===== config.mk =====
export PLATFORM = sky130hd
export DESIGN_NAME = if_fetch_stage_flat
export DESIGN_NICKNAME = d
export VERILOG_FILES = /design/src/rtl/if_fetch_stage_if.sv /design/src/rtl/if_fetch_stage.sv /design/src/flat_wrapper.sv
export SDC_FILE = /design/constraint.sdc
export NUM_CORES = 1
export LEC_CHECK = 0
export CAP_MARGIN = 20
export CORE_ASPECT_RATIO = 0.6
export CORE_MARGIN = 3
export CORE_UTILIZATION = 30
export DETAILED_ROUTE_END_ITERATION = 8
export SLEW_MARGIN = 20
export SYNTH_ARGS = -nofsm -noshare
export SYNTH_HDL_FRONTEND = slang
export SYNTH_SLANG_ARGS = --single-unit

===== constraint.sdc =====
create_clock -name clk -period 2 [get_ports clk]
set_input_delay 0.2 -clock clk [delete_from_list [all_inputs] [get_ports clk]]
set_output_delay 0.2 -clock clk [all_outputs]
set_load 0.05 [all_outputs]

===== src/rtl/if_fetch_stage_if.sv =====
// Fetch-stage bus bundle: imem request/response, decode handshake and PC redirect.
// master = fetch stage, slave = memory/decode/branch side.
interface if_fetch_stage_if #(
  parameter int unsigned ADDR_W = 32
);
  logic              imem_req_valid;
  logic              imem_req_ready;
  logic [ADDR_W-1:0] imem_addr;
  logic              imem_rsp_valid;
  logic [31:0]       imem_rsp_data;
  logic [31:0]       instr;
  logic [ADDR_W-1:0] instr_pc;
  logic              instr_valid;
  logic              instr_ready;
  logic              redirect_valid;
  logic [ADDR_W-1:0] redirect_pc;

  modport master (
    output imem_req_valid, imem_addr, instr, instr_pc, instr_valid,
    input  imem_req_ready, imem_rsp_valid, imem_rsp_data, instr_ready, redirect_valid, redirect_pc
  );

  modport slave (
    input  imem_req_valid, imem_addr, instr, instr_pc, instr_valid,
    output imem_req_ready, imem_rsp_valid, imem_rsp_data, instr_ready, redirect_valid, redirect_pc
  );
endinterface


===== src/rtl/if_fetch_stage.sv =====
// Instruction fetch stage: one outstanding imem read, instruction register toward decode.
// Optional perf counters (fetch_cnt, stall_cnt) enabled with `define IF_PERF_CNT_EN.
module if_fetch_stage #(
  parameter int unsigned       ADDR_W   = 32,
  parameter logic [ADDR_W-1:0] RESET_PC = '0,
  parameter int unsigned       PC_STEP  = 4
) (
  input  logic               clk,
  input  logic               rst,
  if_fetch_stage_if.master   bus
`ifdef IF_PERF_CNT_EN
  ,
  output logic [31:0]        fetch_cnt,
  output logic [31:0]        stall_cnt
`endif
);

  typedef enum logic [1:0] {StReq, StWait, StHold} state_e;

  state_e            state_q, state_d;
  logic [ADDR_W-1:0] pc_q, pc_d;
  logic              squash_q, squash_d;
  logic [31:0]       instr_q, instr_d;
  logic [ADDR_W-1:0] instr_pc_q, instr_pc_d;
  logic              instr_valid_q, instr_valid_d;

  always_ff @(posedge clk) begin
    if (rst) begin
      state_q       <= StReq;
      pc_q          <= RESET_PC;
      // A request still in flight at reset will answer later and must be dropped.
      squash_q      <= (state_q == StWait) && !bus.imem_rsp_valid;
      instr_q       <= '0;
      instr_pc_q    <= '0;
      instr_valid_q <= 1'b0;
    end else begin
      state_q       <= state_d;
      pc_q          <= pc_d;
      squash_q      <= squash_d;
      instr_q       <= instr_d;
      instr_pc_q    <= instr_pc_d;
      instr_valid_q <= instr_valid_d;
    end
  end

  always_comb begin
    state_d       = state_q;
    pc_d          = pc_q;
    squash_d      = squash_q;
    instr_d       = instr_q;
    instr_pc_d    = instr_pc_q;
    instr_valid_d = instr_valid_q;
    unique case (state_q)
      StReq: begin
        // Late response to a pre-reset request arriving before the new request goes out.
        if (squash_q && bus.imem_rsp_valid) squash_d = 1'b0;
        if (bus.imem_req_ready) begin
          state_d = StWait;
          if (bus.redirect_valid) squash_d = 1'b1;
        end
        if (bus.redirect_valid) pc_d = bus.redirect_pc;
      end
      StWait: begin
        if (bus.imem_rsp_valid) begin
          if (bus.redirect_valid) begin
            pc_d     = bus.redirect_pc;
            squash_d = 1'b0;
            state_d  = StReq;
          end else if (squash_q) begin
            squash_d = 1'b0;
            state_d  = StReq;
          end else begin
            instr_d       = bus.imem_rsp_data;
            instr_pc_d    = pc_q;
            instr_valid_d = 1'b1;
            pc_d          = pc_q + ADDR_W'(PC_STEP);
            state_d       = StHold;
          end
        end else if (bus.redirect_valid) begin
          pc_d     = bus.redirect_pc;
          squash_d = 1'b1;
        end
      end
      StHold: begin
        if (bus.redirect_valid) begin
          pc_d          = bus.redirect_pc;
          instr_valid_d = 1'b0;
          state_d       = StReq;
        end else if (bus.instr_ready) begin
          instr_valid_d = 1'b0;
          state_d       = StReq;
        end
      end
      default: state_d = StReq;
    endcase
  end

  assign bus.imem_req_valid = (state_q == StReq) && !rst;
  assign bus.imem_addr      = pc_q;
  assign bus.instr          = instr_q;
  assign bus.instr_pc       = instr_pc_q;
  assign bus.instr_valid    = instr_valid_q;

`ifdef IF_PERF_CNT_EN
  logic [31:0] fetch_cnt_q, stall_cnt_q;

  always_ff @(posedge clk) begin
    if (rst) begin
      fetch_cnt_q <= '0;
      stall_cnt_q <= '0;
    end else begin
      // A redirect in HOLD kills the instruction, so it is not a completed fetch.
      if (instr_valid_q && bus.instr_ready && !bus.redirect_valid) begin
        fetch_cnt_q <= fetch_cnt_q + 32'd1;
      end
      if (instr_valid_q && !bus.instr_ready) begin
        stall_cnt_q <= stall_cnt_q + 32'd1;
      end
    end
  end

  assign fetch_cnt = fetch_cnt_q;
  assign stall_cnt = stall_cnt_q;
`endif

endmodule


===== src/flat_wrapper.sv =====
// flat-port wrapper written by rule: the top's interface ports become plain ports
module if_fetch_stage_flat 
#(
  parameter int unsigned       ADDR_W   = 32,
  parameter logic [ADDR_W-1:0] RESET_PC = '0,
  parameter int unsigned       PC_STEP  = 4
)
  (clk, rst, bus_imem_req_valid, bus_imem_addr, bus_instr, bus_instr_pc, bus_instr_valid, bus_imem_req_ready, bus_imem_rsp_valid, bus_imem_rsp_data, bus_instr_ready, bus_redirect_valid, bus_redirect_pc);
  if_fetch_stage_if #(.ADDR_W(ADDR_W)) bus_i ();
  input  logic clk;
  input  logic rst;
  output wire logic [$bits(bus_i.imem_req_valid)-1:0] bus_imem_req_valid;
  output wire logic [$bits(bus_i.imem_addr)-1:0] bus_imem_addr;
  output wire logic [$bits(bus_i.instr)-1:0] bus_instr;
  output wire logic [$bits(bus_i.instr_pc)-1:0] bus_instr_pc;
  output wire logic [$bits(bus_i.instr_valid)-1:0] bus_instr_valid;
  input wire logic [$bits(bus_i.imem_req_ready)-1:0] bus_imem_req_ready;
  input wire logic [$bits(bus_i.imem_rsp_valid)-1:0] bus_imem_rsp_valid;
  input wire logic [$bits(bus_i.imem_rsp_data)-1:0] bus_imem_rsp_data;
  input wire logic [$bits(bus_i.instr_ready)-1:0] bus_instr_ready;
  input wire logic [$bits(bus_i.redirect_valid)-1:0] bus_redirect_valid;
  input wire logic [$bits(bus_i.redirect_pc)-1:0] bus_redirect_pc;
  assign bus_imem_req_valid = bus_i.imem_req_valid;
  assign bus_imem_addr = bus_i.imem_addr;
  assign bus_instr = bus_i.instr;
  assign bus_instr_pc = bus_i.instr_pc;
  assign bus_instr_valid = bus_i.instr_valid;
  assign bus_i.imem_req_ready = bus_imem_req_ready;
  assign bus_i.imem_rsp_valid = bus_imem_rsp_valid;
  assign bus_i.imem_rsp_data = bus_imem_rsp_data;
  assign bus_i.instr_ready = bus_instr_ready;
  assign bus_i.redirect_valid = bus_redirect_valid;
  assign bus_i.redirect_pc = bus_redirect_pc;
  if_fetch_stage #(.ADDR_W(ADDR_W), .RESET_PC(RESET_PC), .PC_STEP(PC_STEP)) u_core (.clk(clk), .rst(rst), .bus(bus_i));
endmodule

Word level (Yosys, flattened, before mapping)
Index checks and enable logic that the tools add are counted.

Register bits after elaboration: 100. Bits of input ports: 70. Output and inout port bits: 98. Word-level logic and storage cells: 58.

Add/subtract/negate cells: 1. Eq/ne operators: 9. Muxes and demuxes: 25. Bitwise logic cells: 2. Reduce and logical (&&, ||, !) cells: 15.

Operators with widths (number): $mux 32 (4); $pmux 32 s2 (1); $add 32x3->32 const B (1); $mux 2 (6); $mux 1 (11); $ne 2x2->1 const B (4); $ne 4x4->1 const B (2); $pmux 2 s3 (1); $reduce_and 5->1 (1); $pmux 1 s2 (2); $reduce_and 2->1 (2); $reduce_and 4->1 (1); $reduce_bool 2->1 (2); $logic_and 1x1->1 (3); $ne 3x3->1 const B (1); $reduce_and 3->1 (1); $reduce_bool 3->1 (1); $eq 2x1->1 const B (1); $eq 2x2->1 const B (1); $logic_not 1->1 (2); $logic_not 2->1 (1); $not 1->1 (2); $reduce_or 2->1 (1).

Longest topological paths before layout
Gate-level depths: netlist (run 1).

Depth in word-level cells: 6. Mapped depth: 8.

Least setup slack after synthesis (run 1)
No wires, ideal clock.

Path type: reg2reg. From: reg u_core.pc_q[10] (netlist: u_core.bus.imem_addr[10]). To: reg u_core.pc_q[24] (netlist: u_core.bus.imem_addr[24]). Setup time: 74 ps. Arrival time: 2082 ps. Data required time: 1926 ps. Slack: -156 ps. Cell stages (with the launch flop): 6. Buffers on the path: 0. Period minus slack after synthesis: 2156 ps. Path through: dfxtp_1 -> nand3_2 -> nor3b_2 -> and4_1 -> mux2_2 -> a31oi_1.

Word-level cells in the longest chain between the ends: 5.

RTL lines: from (decl) (RTL line if_fetch_stage.sv:21) `logic [ADDR_W-1:0] pc_q, pc_d;`; from (signal assigned) (RTL line if_fetch_stage.sv:38) `pc_q <= pc_d;`; $add 32x3->32 (RTL line if_fetch_stage.sv:76) `pc_d = pc_q + ADDR_W'(PC_STEP);`; $mux 32 (RTL line if_fetch_stage.sv:69) `end else if (squash_q) begin`; $mux 32 (RTL line if_fetch_stage.sv:65) `if (bus.redirect_valid) begin`; $mux 32 (RTL line if_fetch_stage.sv:64) `if (bus.imem_rsp_valid) begin`; $pmux 32 s2 (RTL line if_fetch_stage.sv:53) `unique case (state_q)`.

Every way passes these cells. The select of a mux whose other input is x is not followed. A chain may end at the register's enable or synchronous reset.

Final worst setup path (run 1)
From: reg u_core.pc_q[27] (netlist: u_core.bus.imem_addr[27]). To: out bus_imem_addr[27].

RTL lines: to (decl) (RTL line flat_wrapper.sv:13) `output wire logic [$bits(bus_i.imem_addr)-1:0] bus_imem_addr;`.

No word-level cell between the ends.

==> impl_metrics.toml, run 1 <==
[status]
status = "complete, no violations"

[setup_path]
arrival_ns = 1.73
critical_path_buf_inv_count = 1
r2r-start = "u_core.bus.imem_addr[2]"
slowest_delay_ns = 0.87
cp-end-kind = "primary output"
crit_type = "flip-flop to primary output"
cp_slowest_cell = "clkdlybuf4s50_1"
reg2reg_slack_ns = 0.08
crit_required_ns = 1.80
start_kind = "flip-flop"
critPathMaxFanout = 9
startpoint = "u_core.bus.imem_addr[27]"
r2r_cells = 5
crit_path_cell_trace = "clkdlybuf4s50_1"
crit_family = "buffers and inverters"
timing.rr.end = "u_core.bus.imem_addr[27]"

[global_route]
grt_first_pass_wirelength_um = 26300
grt-ovfl-total = 0
grt_pass1_vias = 4900
grt_max_degree = 64
grtUsageTotal_pct = 19.8
antenna_found_initial = 0

[sta]
skew_ns = 0.0164
worst_slew_pin_slew_ns = 0.700
finalMaxSlewViolations = 0
hold_viol = 0
rsz0062_at_grt = "yes"
finalCriticalPeriod_ns = 1.93
relSlewSlack_pct = 53.3
setup-violations-final = 0
period_share_pct = 96.3
timing.fmax_ghz = 0.519
finalSetupTns_ns = 0

[logic_synthesis]
yosysUniqueCellTypes = 53
synth_top_cell_by_area = "dfxtp_1"
async_reset_ff_share_pct = 0
synthCells = 594
netlist.area_leader.share_pct = 43.8
synthTopCellsByArea = "dfxtp_1 (44%), nand2_1 (14%), a21oi_1 (9.2%)"
ys.flop_type = "dfxtp_1"
synth_most_common_cell = "nand2_1"
synth_edf_count = 1
yosys_warnings = 0
ys_seq_area_share_pct = 44.4
synthesis.nets = 665
synth_common_cells = "nand2_1 (172), dfxtp_1 (99), a21oi_1 (83), clkbuf_1 (37), nor2_1 (27)"
synth_area_um2 = 4530
avgSynthCellArea_um2 = 7.62
synth-seq-cells = 100

[layout]
drive_above_1_share_pct = 13.5
utilization_pct = 48.5
area_growth_pct = 56.8
nNetsFinal = 868
num-fill-cells = 1430

[die]
die_y_um = 101
core-area_um2 = 14600
ioPinCount = 168
start_util_pct = 30.9
dieWidth_um = 165
die_area_um2 = 16600
rows = 34

[clock_network]
postCtsSetupRepairBufs = 0
cts_buffers = 9
cts_tree = "done"
clockBufferDepth = 2
clock-sinks = 100
clock_latency_ns = 0.35
holdBufCountCts = 0
root_buffer = "clkbuf_16"
htree_levels = 3
clk_pin_slew_ns = 0.07
postCtsResizedCells = 0

[route]
viasPerCell = 5.11
num_vias = 5111
dr.pass1.iters = 5
drtIter0Drc = 420
remaining_drc_errors = 0
routedWlPerCell_um = 16.7
ant_nets = 0
finalWirelength_um = 16700

[placed_design]
gp_congestion = 0.882
dp_hpwl_um = 12300
port_buffers = 167

[pwr]
seqPwrFrac_pct = 45.1
ir_worst_vdd_mv = 0.342
p_sw_share_pct = 30.1
power.leakage_nw = 2.56
power.internal_mw = 3.30
switchingPower_mw = 1.42
finalPower_mw = 4.72
p_comb_share_pct = 18.9
pwr-share-clk_pct = 36.0
power-per-cell-area_nw_per_um2 = 665

[hold_path]
hp-class = "input pin to flip-flop"
hold_end = "u_core.state_q[0]"
whs_path_depth = 2
hp-start = "rst"

[job]
max_cap_viol_count = 0
how the worst max path moves through the flow:
stage / endpoint / slack [ns] / depth (start not counted)
after floorplan: u_core.bus.imem_addr[24] / -0.09 / 5
after global placement: u_core.bus.instr[21] / -0.04 / 8
after detailed placement: u_core.bus.instr[21] / -0.07 / 8
after CTS: bus_imem_addr[24] / 0.04 / 1
after global routing: u_core.bus.imem_addr[27] / -0.004 / 5
final: bus_imem_addr[27] / 0.07 / 1
stage by stage:
| stage | cells | setup slack [ns] | cell area [um2] | hold WS (ns) |
|---|---|---|---|---|
| floorplan | 594 | -0.0862 | 4530 | 0.336 |
| global placement | 984 | -0.0358 | 6800 | 0.436 |
| detailed placement | 984 | -0.0672 | 6800 | 0.441 |
| CTS | 1000 | 0.0383 | 7090 | 0.0810 |
| global route | 1000 | -0.00394 | 7100 | 0.0963 |
| finish | 1001 | 0.0741 | 7100 | 0.0904 |
worst reg2reg max path, delay by kind of cell, from the launching register on:
kind             cells  cell delay (ns)
flip-flops           1             0.35
AO/OA/AOI/OAI        1             0.09
AND/OR/NAND/NOR      4             1.40
per-layer routing:
layer | global-route usage, % | vias to the layer above | routed length, um
li1 | - | 2488 | -
met1 | 27.8 | 2392 | 7750
met2 | 29.8 | 215 | 7110
met3 | 6.54 | 16 | 1640
met4 | 4.38 | 0 | 174
met5 | 0 | - | 0
state kept, by name, summed over array words and instances (netlist names):
name / flops
u_core.bus.imem_addr: 32
u_core.bus.instr: 32
u_core.bus.instr_pc: 32
u_core.state_q: 2
u_core.bus.instr_valid: 1
u_core.squash_q: 1
final cells by class:
class                           instances  area [um2]  share of cell area, %
Tap cell                              198         248                   3.49
Timing Repair Buffer                  236        2190                   30.9
Sequential cell                       100        2020                   28.4
Multi-Input combinational cell        445        2330                   32.9
Clock buffer                            9         225                   3.17
Antenna cell                            1        2.50                 0.0352
Clock inverter                          7        58.8                  0.828
Inverter                                5        18.8                  0.264
power by group through the flow:
stage | clock network (mW) | registers, mW | logic, mW
after floorplan | 0 | 2.39 | 0.236
after global placement | 0 | 2.17 | 0.884
after detailed placement | 0 | 2.18 | 0.889
after CTS | 1.74 | 2.13 | 0.893
after global routing | 1.83 | 2.14 | 0.949
final | 1.70 | 2.13 | 0.891
cells in the final DEF (no fill, tap or decap), types with 6 or more instances in the layout:
| master | netlist | routed |
|---|---|---|
| o21ai_0 | 7 | 7 |
| nand3_1 | 14 | 14 |
| a31oi_1 | 6 | 6 |
| a211oi_1 | 6 | 6 |
| nor2_1 | 27 | 27 |
| and3_1 | 10 | 10 |
| clkdlybuf4s50_1 | 0 | 162 |
| o21ai_1 | 11 | 11 |
| nand2_1 | 172 | 172 |
| nor3_1 | 13 | 12 |
| a21o_1 | 6 | 6 |
| a21oi_1 | 83 | 83 |
| a221oi_1 | 6 | 6 |
| buf_4 | 0 | 72 |
| clkbuf_16 | 0 | 9 |
| nand4_1 | 18 | 18 |
| dfxtp_1 | 99 | 95 |
kinds of logic after synthesis:
logic type      after synthesis  synth area share (%)
compound gates              152                  20.1
fa+ha+maj                     1                 0.276
buf+inv                      49                  4.26
flops                       100                  44.4
mux                           7                  1.63
simple gates                285                  29.3
Power figures use the tool's default switching activity.
==> inputs of run 2 (changes only) <==
--- a/config.mk
+++ b/config.mk
@@ -10,6 +10,7 @@
 export CORE_MARGIN = 3
 export CORE_UTILIZATION = 30
 export DETAILED_ROUTE_END_ITERATION = 8
+export PLACE_DENSITY = 0.63
 export SLEW_MARGIN = 20
 export SYNTH_ARGS = -nofsm -noshare
 export SYNTH_HDL_FRONTEND = slang
==> run 2 against run 1 <==
Effect of this change: final area down 0.72%; worst hold slack better by 0.26 ns; via count down 0.55%; sequential power about the same; critical path depth unchanged; total power up 0.24%; wire length down 2.2%; non-clock buffer count down 10; first-iteration DRC count up 17%.
==> impl_metrics.toml, run 2 (synthesized netlist as in run 1, its figures left out) <==
[pwr]
pwr-share-clk_pct = 36.3
p_sw_share_pct = 29.6
p_comb_share_pct = 18.7
power.internal_mw = 3.33
power-per-cell-area_nw_per_um2 = 671
ir_worst_vdd_mv = 0.415
power.leakage_nw = 2.51
switchingPower_mw = 1.40
seqPwrFrac_pct = 45.0

[sta]
timing.hold.ws_ns = 0.351
period_share_pct = 96.4
hold_viol = 0
relSlewSlack_pct = 64.3
finalMaxSlewViolations = 0
worst_slew_pin_slew_ns = 0.534
skew_ns = 0.0109
setup-violations-final = 0
rsz0062_at_grt = "no"
timing.fmax_ghz = 0.519
finalCriticalPeriod_ns = 1.93

[setup_path]
start_kind = "flip-flop"
r2r_cells = 5
crit_required_ns = 1.80
critical_path_buf_inv_count = 1
critPathCapture = "bus_imem_addr[25]"
reg2reg_slack_ns = 0.14
cp.depth = 1
arrival_ns = 1.73
slowest_delay_ns = 0.88
cp-end-kind = "primary output"
cp_slowest_cell = "clkdlybuf4s50_1"
crit_family = "buffers and inverters"
startpoint = "u_core.bus.imem_addr[25]"
timing.rr.end = "u_core.bus.imem_addr[25]"
critPathMaxFanout = 8
crit_type = "flip-flop to primary output"
crit_path_cell_trace = "clkdlybuf4s50_1"
r2r-start = "u_core.bus.imem_addr[2]"

[route]
drtIter0Drc = 491
remaining_drc_errors = 0
finalWirelength_um = 16300
viasPerCell = 5.13
dr.pass1.iters = 5
ant_nets = 0
routedWlPerCell_um = 16.5
num_vias = 5083

[clock_network]
clock-sinks = 100
root_buffer = "clkbuf_16"
clock_latency_ns = 0.34
clk_pin_slew_ns = 0.07
clockBufferDepth = 2
postCtsSetupRepairBufs = 0
cts_buffers = 9
cts_tree = "done"
htree_levels = 3

[layout]
mostFrequentLayoutCells = "nand2_1 (172), clkdlybuf4s50_1 (162), dfxtp_1 (95)"
multi_input_area_um2 = 2340
design_area_um2 = 7050
nNetsFinal = 858
area_growth_pct = 55.7
final_common_cell = "nand2_1"
ff_latch_area_um2 = 2020
antenna_cells = 0
drive_above_1_share_pct = 12.6
num-fill-cells = 1459

[status]
status = "complete, no violations"

[die]
core-area_um2 = 14600
start_util_pct = 30.9
rows = 34
dieWidth_um = 165
die_y_um = 101
ioPinCount = 168
die_area_um2 = 16600

[placed_design]
port_buffers = 167
gp_congestion = 0.884
dp_hpwl_um = 12200
placed_area_um2 = 6740

[global_route]
antenna_found_initial = 0
grtUsageTotal_pct = 19.2
grt-ovfl-total = 0
grt_first_pass_wirelength_um = 25200
grt_pass1_vias = 4614
grt_max_degree = 99

[hold_path]
hp-class = "input pin to flip-flop"

[job]
max_cap_viol_count = 0
## run 2: what timing repair did
action                     in CTS  in global routing
setup endpoints to repair       1                  3
gates resized for setup         1                  4
pin swaps                       0                  0
hold buffers                    0                  0
## run 2: how the worst min path moves through the flow
stage	startpoint	to	slack [ns]	cells after the start
6_report	rst	u_core.bus.imem_addr[10]	0.35	3
5_1_grt	rst	u_core.bus.imem_addr[13]	0.38	4
4_1_cts	rst	u_core.bus.imem_addr[14]	0.34	4
3_5_place_dp	u_core.bus.instr[11]	u_core.bus.instr[11]	0.45	2
3_3_place_gp	u_core.bus.instr_pc[16]	u_core.bus.instr_pc[16]	0.44	2
2_1_floorplan	bus_redirect_pc[0]	u_core.bus.imem_addr[0]	0.34	2
## run 2: power by group through the flow
| stage | Sequential (mW) | Combinational (mW) | Clock, mW |
|---|---|---|---|
| 2_1_floorplan | 2.39 | 0.236 | 0 |
| 3_3_place_gp | 2.17 | 0.868 | 0 |
| 3_5_place_dp | 2.18 | 0.881 | 0 |
| 4_1_cts | 2.13 | 0.885 | 1.78 |
| 5_1_grt | 2.14 | 0.940 | 1.86 |
| 6_report | 2.13 | 0.885 | 1.72 |
## run 2: cell type report
class                   instances  share of cell area (%)
multi-input cells             445                    33.2
well taps                     198                    3.52
clock inverters                 6                   0.781
flip-flops and latches        100                    28.6
inverters                       5                   0.266
repair buffers                226                    30.2
clock buffers                  10                    3.39
## run 2: metal layers
metal / GRT usage (%) / up-vias / share of wire [%]
li1: - / 2469 / -
met1: 26.8 / 2392 / 45
met2: 29.4 / 217 / 44
met3: 7.03 / 5 / 10
met4: 2.90 / 0 / 0.18
met5: 0 / - / 0
## run 2: per-stage QoR
| stage | TNS (ns) | instances | util, % | setup WS [ns] | power (mW) |
|---|---|---|---|---|---|
| floorplan | -0.0862 | 594 | - | -0.0862 | 2.62 |
| global placement | 0 | 974 | 46.1 | 0.0135 | 3.04 |
| detailed placement | -0.162 | 974 | 46.1 | -0.0701 | 3.06 |
| CTS | 0 | 990 | 48.1 | 0.0545 | 4.79 |
| global route | 0 | 990 | 48.2 | 0.00184 | 4.94 |
| finish | 0 | 990 | 48.2 | 0.0720 | 4.73 |
